[src/rtl/serv_alu_seq_if.sv]
// Request/response bundle for the digit-serial ALU: valid/ready request with
// operands and opcode, valid/ready result with compare flag and abort.
interface serv_alu_seq_if #(
  parameter int XLEN = 32
);
  logic            i_valid;
  logic            o_ready;
  logic [2:0]      i_op;
  logic [XLEN-1:0] i_rs1;
  logic [XLEN-1:0] i_op_b;
  logic            i_abort;
  logic            o_valid;
  logic            i_ready;
  logic [XLEN-1:0] o_rd;
  logic            o_cmp;

  modport master (
    output i_valid, i_op, i_rs1, i_op_b, i_abort, i_ready,
    input  o_ready, o_valid, o_rd, o_cmp
  );

  modport slave (
    input  i_valid, i_op, i_rs1, i_op_b, i_abort, i_ready,
    output o_ready, o_valid, o_rd, o_cmp
  );
endinterface

[src/rtl/serv_alu_seq.sv]
// Self-sequencing digit-serial ALU: W bits per cycle, LSB first, XLEN/W cycles
// per operation, result held until the consumer takes it.
module serv_alu_seq #(
  parameter int W    = 1,
  parameter int XLEN = 32
) (
  input  logic          clk,
  input  logic          i_rst_n,
  serv_alu_seq_if.slave bus
);
  localparam int N  = XLEN / W;
  localparam int CW = (N > 1) ? $clog2(N) : 1;

  if (W < 1 || (XLEN % W) != 0) begin : g_bad_w
    $error("serv_alu_seq: W must divide XLEN");
  end

  localparam logic [2:0] OP_ADD  = 3'b000;
  localparam logic [2:0] OP_SUB  = 3'b001;
  localparam logic [2:0] OP_SLT  = 3'b010;
  localparam logic [2:0] OP_SLTU = 3'b011;
  localparam logic [2:0] OP_EQ   = 3'b100;
  localparam logic [2:0] OP_XOR  = 3'b101;
  localparam logic [2:0] OP_OR   = 3'b110;
  localparam logic [2:0] OP_AND  = 3'b111;

  typedef enum logic [1:0] {S_IDLE, S_RUN, S_DONE} state_t;

  state_t          state_q, state_d;
  logic [2:0]      op_q;
  logic [XLEN-1:0] a_q, b_q, res_q, rd_q;
  logic [CW-1:0]   cnt_q;
  logic            cy_q, eq_q, msb_a_q, msb_b_q, cmp_q;

  logic            accept, step, last;
  logic            sub, is_cmp, is_bool;
  logic [W-1:0]    da, db, dbx, dsum, dbool, dig;
  logic            cy_d, eq_d, lt_s, cmp_d;
  logic [XLEN-1:0] res_nx;

  // Abort in IDLE suppresses a same-cycle accept.
  assign accept = (state_q == S_IDLE) && bus.i_valid && !bus.i_abort;
  assign step   = (state_q == S_RUN) && !bus.i_abort;
  assign last   = (cnt_q == CW'(N - 1));

  always_comb begin
    sub     = (op_q == OP_SUB) || (op_q == OP_SLT) || (op_q == OP_SLTU) || (op_q == OP_EQ);
    is_cmp  = (op_q == OP_SLT) || (op_q == OP_SLTU) || (op_q == OP_EQ);
    is_bool = (op_q == OP_XOR) || (op_q == OP_OR) || (op_q == OP_AND);
    da      = a_q[W-1:0];
    db      = b_q[W-1:0];
    dbx     = db ^ {W{sub}};
    {cy_d, dsum} = {1'b0, da} + {1'b0, dbx} + {{W{1'b0}}, cy_q};
    case (op_q)
      OP_XOR:  dbool = da ^ db;
      OP_OR:   dbool = da | db;
      default: dbool = da & db;
    endcase
    dig  = is_bool ? dbool : dsum;
    eq_d = eq_q && (da == db);
    // Differing sign bits decide signed order directly; otherwise the borrow does.
    lt_s = (msb_a_q != msb_b_q) ? msb_a_q : ~cy_d;
    case (op_q)
      OP_SLT:  cmp_d = lt_s;
      OP_SLTU: cmp_d = ~cy_d;
      OP_EQ:   cmp_d = eq_d;
      default: cmp_d = 1'b0;
    endcase
    res_nx = (res_q >> W) | (XLEN'(dig) << (XLEN - W));
  end

  always_ff @(posedge clk or negedge i_rst_n) begin
    if (!i_rst_n) state_q <= S_IDLE;
    else          state_q <= state_d;
  end

  always_comb begin
    state_d     = state_q;
    bus.o_ready = 1'b0;
    bus.o_valid = 1'b0;
    bus.o_rd    = rd_q;
    bus.o_cmp   = cmp_q;
    case (state_q)
      S_IDLE: begin
        bus.o_ready = 1'b1;
        if (accept) state_d = S_RUN;
      end
      S_RUN: begin
        if (bus.i_abort) state_d = S_IDLE;
        else if (last)   state_d = S_DONE;
      end
      S_DONE: begin
        bus.o_valid = 1'b1;
        if (bus.i_abort || bus.i_ready) state_d = S_IDLE;
      end
      default: state_d = S_IDLE;
    endcase
  end

  always_ff @(posedge clk or negedge i_rst_n) begin
    if (!i_rst_n) begin
      op_q    <= OP_ADD;
      a_q     <= '0;
      b_q     <= '0;
      res_q   <= '0;
      rd_q    <= '0;
      cnt_q   <= '0;
      cy_q    <= 1'b0;
      eq_q    <= 1'b0;
      msb_a_q <= 1'b0;
      msb_b_q <= 1'b0;
      cmp_q   <= 1'b0;
    end else if (accept) begin
      op_q    <= bus.i_op;
      a_q     <= bus.i_rs1;
      b_q     <= bus.i_op_b;
      msb_a_q <= bus.i_rs1[XLEN-1];
      msb_b_q <= bus.i_op_b[XLEN-1];
      cnt_q   <= '0;
      eq_q    <= 1'b1;
      cy_q    <= (bus.i_op == OP_SUB) || (bus.i_op == OP_SLT) ||
                 (bus.i_op == OP_SLTU) || (bus.i_op == OP_EQ);
    end else if (step) begin
      a_q   <= a_q >> W;
      b_q   <= b_q >> W;
      res_q <= res_nx;
      cy_q  <= cy_d;
      eq_q  <= eq_d;
      cnt_q <= cnt_q + CW'(1);
      // Visible result only changes when an operation completes.
      if (last) begin
        rd_q  <= is_cmp ? XLEN'(cmp_d) : res_nx;
        cmp_q <= cmp_d;
      end
    end
  end
endmodule
[src/flat_wrapper.sv]
// flat-port wrapper written by rule: the top's interface ports become plain ports
module serv_alu_seq_flat 
#(
  parameter int W    = 1,
  parameter int XLEN = 32
)
  (clk, i_rst_n, bus_i_valid, bus_i_op, bus_i_rs1, bus_i_op_b, bus_i_abort, bus_i_ready, bus_o_ready, bus_o_valid, bus_o_rd, bus_o_cmp);
  serv_alu_seq_if #(.XLEN(XLEN)) bus_i ();
  input  logic clk;
  input  logic i_rst_n;
  input wire logic [$bits(bus_i.i_valid)-1:0] bus_i_valid;
  input wire logic [$bits(bus_i.i_op)-1:0] bus_i_op;
  input wire logic [$bits(bus_i.i_rs1)-1:0] bus_i_rs1;
  input wire logic [$bits(bus_i.i_op_b)-1:0] bus_i_op_b;
  input wire logic [$bits(bus_i.i_abort)-1:0] bus_i_abort;
  input wire logic [$bits(bus_i.i_ready)-1:0] bus_i_ready;
  output wire logic [$bits(bus_i.o_ready)-1:0] bus_o_ready;
  output wire logic [$bits(bus_i.o_valid)-1:0] bus_o_valid;
  output wire logic [$bits(bus_i.o_rd)-1:0] bus_o_rd;
  output wire logic [$bits(bus_i.o_cmp)-1:0] bus_o_cmp;
  assign bus_i.i_valid = bus_i_valid;
  assign bus_i.i_op = bus_i_op;
  assign bus_i.i_rs1 = bus_i_rs1;
  assign bus_i.i_op_b = bus_i_op_b;
  assign bus_i.i_abort = bus_i_abort;
  assign bus_i.i_ready = bus_i_ready;
  assign bus_o_ready = bus_i.o_ready;
  assign bus_o_valid = bus_i.o_valid;
  assign bus_o_rd = bus_i.o_rd;
  assign bus_o_cmp = bus_i.o_cmp;
  serv_alu_seq #(.W(W), .XLEN(XLEN)) u_core (.clk(clk), .i_rst_n(i_rst_n), .bus(bus_i));
endmodule
[config.mk]
export PLATFORM = sky130hd
export DESIGN_NAME = serv_alu_seq_flat
export DESIGN_NICKNAME = d
export VERILOG_FILES = /design/src/rtl/serv_alu_seq_if.sv /design/src/rtl/serv_alu_seq.sv /design/src/flat_wrapper.sv
export SDC_FILE = /design/constraint.sdc
export NUM_CORES = 1
export LEC_CHECK = 0
export BUFFER_PORTS_ARGS = -buffer_cell sky130_fd_sc_hd__buf_4
export CAP_MARGIN = 5
export CORE_MARGIN = 2
export CORE_UTILIZATION = 45
export DETAILED_ROUTE_END_ITERATION = 10
export PLACE_DENSITY = 0.67
export SLEW_MARGIN = 20
export SYNTH_ARGS = -nofsm -noshare
export SYNTH_HDL_FRONTEND = slang
export SYNTH_SLANG_ARGS = --single-unit
export TNS_END_PERCENT = 100
[constraint.sdc]
create_clock -name clk -period 5.35 [get_ports clk]
set_input_delay 0 -clock clk [delete_from_list [all_inputs] [get_ports clk]]
set_output_delay 0 -clock clk [all_outputs]
set_load 0.03 [all_outputs]
==> PnR_summary.wiki <==
{| class="wikitable"
! Metric !! Value
|-
| Count of instances resized after the clock tree is built || 0
|-
| Global-route wire length before repair || 22.17 mm
|-
| Final Critical Period || 2.364 ns
|-
| PortBufs || 106
|-
| Pin count of the biggest net entering global routing || 95
|-
| Reg-to-Reg Start || u_core.state_q[0]
|-
| Placement Setup Slack || roughly 3.0 ns
|-
| Net count reported at finish || 795
|-
| Number of maximum-capacitance violations || 0
|-
| Number of global-route vias before repair || about 4700
|-
| End of the worst register-to-register path || u_core.b_q[31]
|-
| Worst R2R Path Depth || 4
|-
| Worst supply voltage drop on vdd || 0.0002204 V
|-
| Post-DR wirelength/cell || ~14 um
|-
| Remaining global-route overflow || 0
|-
| Final worst-path setup slack || around 3 ns
|-
| Tot Pwr || 3.022 mW
|-
| Initial antenna violation count || 0
|-
| Cell area power density || between 300 and 400 mW/mm2
|-
| Kind of start point of the critical path || flop
|-
| Routed via count || around 4600
|-
| Count of final hold-check violations || 0
|-
| Starting DRT DRC Count || about 370
|-
| Clock net sink count || 142
|-
| Highest Clock Rate || around 0.42 GHz
|-
| Number of cell rows || 41
|-
| # Post-CTS Setup Buffers || 0
|-
| DRT Pass-1 Iters || 6
|-
| Most frequent cells in the layout || sky130_fd_sc_hd__nand2_1 (201), sky130_fd_sc_hd__dfrtp_1 (142), sky130_fd_sc_hd__buf_4 (109), sky130_fd_sc_hd__dlygate4sd3_1 (71), sky130_fd_sc_hd__a22oi_1 (44)
|-
| Post-synthesis instance area || a little under 0.006 mm2
|-
| Total length of routed met3 wires || ~560 um
|-
| Placeable core region || roughly 0.013 mm2
|-
| Growth of design area from synthesis to finish || 38.15%
|-
| Total count of max-transition violations in the final report || 0
|-
| I/O pin count || 107
|-
| Flip-flop cell with the highest count after synthesis || sky130_fd_sc_hd__dfrtp_1
|-
| Mean area per synthesized cell || roughly 11 um2
|-
| Element type at the critical path end || flop
|-
| Share of the yosys chip area belonging to registers || 0.6053
|-
| Die X-Extent || ~120 um
|-
| Category of the most critical setup path || reg2reg
|-
| Flop and latch count out of synthesis || approximately 140
|-
| EDFF count, synth || 0
|-
| Total negative slack || 0 ns
|-
| Fin Clk Skew || roughly 0.0075 ns
|-
| Post-CTS clock slew at the launch and capture registers of the worst setup and hold paths || 0.06 ns
|-
| Worst rel slew slack || 0.3127
|-
| Non-Filler Instances || 903
|-
| Die outline area || roughly 0.014 mm2
|-
| Most common cell after layout, fill and taps aside || sky130_fd_sc_hd__nand2_1
|-
| Proportion of layout cells with a drive suffix above 1 || 0.2093
|-
| LEAKAGE || just over 4 nW
|-
| Number of warnings reported in the yosys synthesis log || 0
|-
| Placed cells || 800
|-
| Critical path data arrival time || between 2 and 3 ns
|-
| Met2 wire length || slightly above 6 mm
|-
| Number of distinct standard cells referenced by the synthesized netlist || 35
|-
| Root buffer selected by CTS || sky130_fd_sc_hd__clkbuf_16
|-
| Worst-case clock buffer depth || 2
|-
| Number of buffers created by CTS || 17
|-
| Type of the most critical hold path || in2async
|-
| Vias per cell || ~5.1
|-
| Transition time of the tightest slew-check pin || roughly 1 ns
|-
| Clock network latency to the later pin of the worst-skew pair || 0.42 ns
|-
| Unrepaired setup endpoints after global routing || false
|-
| Clock tree from TritonCTS || built
|-
| Worst-path maximum fanout || between 70 and 80
|-
| WL met1 || about 5.8 mm
|-
| Hold slack || approximately 0.14 ns
|-
| Period Utilization, post-route || 0.4418
|-
| Final routed wirelength across all metal layers || ~13 mm
|-
| Routability congestion estimate from global placement || 0.7277
|-
| Overall fraction of global-route tracks in use || 0.1965
|-
| Number of diodes added for antenna fixing || 0
|-
| Post-Synthesis Cells || approximately 560
|-
| Highest routed metal layer || met4
|-
| Final setup violation count || 0
|-
| Starting utilization of the core area || 0.4633
|-
| DRC violation count after routing || 0
|-
| CTS Hold Bufs || 71
|-
| Required time at the endpoint of the critical path || 5.66 ns
|-
| Synthesized netlist net count || around 630
|-
| Register-to-register setup slack || between 2 and 3 ns
|-
| Antenna Nets Post-Route || 0
|-
| Final HPWL DP || between 7 and 8 mm
|-
| H-tree level count || 4
|-
| Proportion of synthesized flip-flops having asynchronous set or reset || 1.000
|-
| Run status || complete, no violations
|-
| Floorplan die height || between 100 and 150 um
|}
-- state kept, by name, summed over array words and instances (netlist names), 2 cells and up --
name,flops
u_core.op_q,3
u_core.a_q,32
u_core.b_q,32
u_core.cnt_q,5
u_core.res_q,31
u_core.bus.o_rd,32
u_core.state_q,2
-- cells by family after synthesis --
logic type / share of synthesized area
buffers and inverters: 0.03708
AOI/OAI and AO/OA: 0.1437
adders and majority gates: 0.01194
and+or+nand+nor: 0.1558
muxes: 0.03879
DFF: 0.6053
xor gates and xnor gates: 0.007461
-- critical path: stages (launching register included) --
cell and delay [ns]:
sky130_fd_sc_hd__dfrtp_1 0.48, sky130_fd_sc_hd__nor3b_2 0.36, sky130_fd_sc_hd__buf_4 0.71, sky130_fd_sc_hd__nor2_4 0.38, sky130_fd_sc_hd__a22o_1 0.29
-- worst max-delay path by stage --
stage                      startpoint                to  slack (ns)  cells past startpoint
floorplan              u_core.op_q[2]  u_core.bus.o_cmp        3.37                      8
detailed placement  u_core.state_q[0]    u_core.a_q[31]        2.98                      4
global route        u_core.state_q[0]   u_core.cnt_q[0]        2.76                      5
CTS                 u_core.state_q[0]    u_core.b_q[31]        2.96                      4
finish              u_core.state_q[0]    u_core.b_q[31]        2.99                      4
global placement    u_core.state_q[0]   u_core.cnt_q[0]        3.08                      5
-- stage by stage --
| stage | instance area (um2) | util |
|---|---|---|
| detailed placement | 6730 | 0.5312 |
| global route | 8110 | 0.6401 |
| CTS | 8110 | 0.6401 |
| floorplan | 5871 | - |
| global placement | 6730 | 0.5312 |
| finish | 8110 | 0.6401 |
-- layer usage --
metal  track usage  vias up
met5             0        -
met4       0.08057        0
met3       0.05261       22
met2        0.3060      116
met1        0.2608     2247
li1              -     2219
-- Yosys cell counts, drive strengths merged, types with 2 or more instances --
cell type / count / area, um2
nand2: 202 / 765.7
dfrtp: 142 / 3553
a22oi: 44 / 330.3
a22o: 36 / 315.3
buf: 29 / 176.4
o21ai: 18 / 90.09
mux2i: 16 / 160.2
nor2: 11 / 41.29
a21oi: 8 / 40.04
clkbuf: 8 / 30.03
mux2: 6 / 67.56
ha: 4 / 50.05
nor2b: 4 / 32.53
inv: 3 / 11.26
xnor2: 3 / 26.28
a21o: 2 / 15.01
a221o: 2 / 20.02
nand2b: 2 / 12.51
nor3: 2 / 10.01
xor2: 2 / 17.52
-- cell type report --
type	instances	area (um2)
timing repair buffer	181	1540
multi-input combinational	373	2121
fill	966	4561
inverter	3	11.26
clock inverter	15	244.0
tap	172	215.2
clock buffer	17	425.4
sequential	142	3553
-- report_power, final --
group	switching, mW	internal, mW
registers	0.0988	1.22
clock network	0.450	0.872
logic	0.185	0.194
No activity file was read; power rests on OpenSTA's default activity.
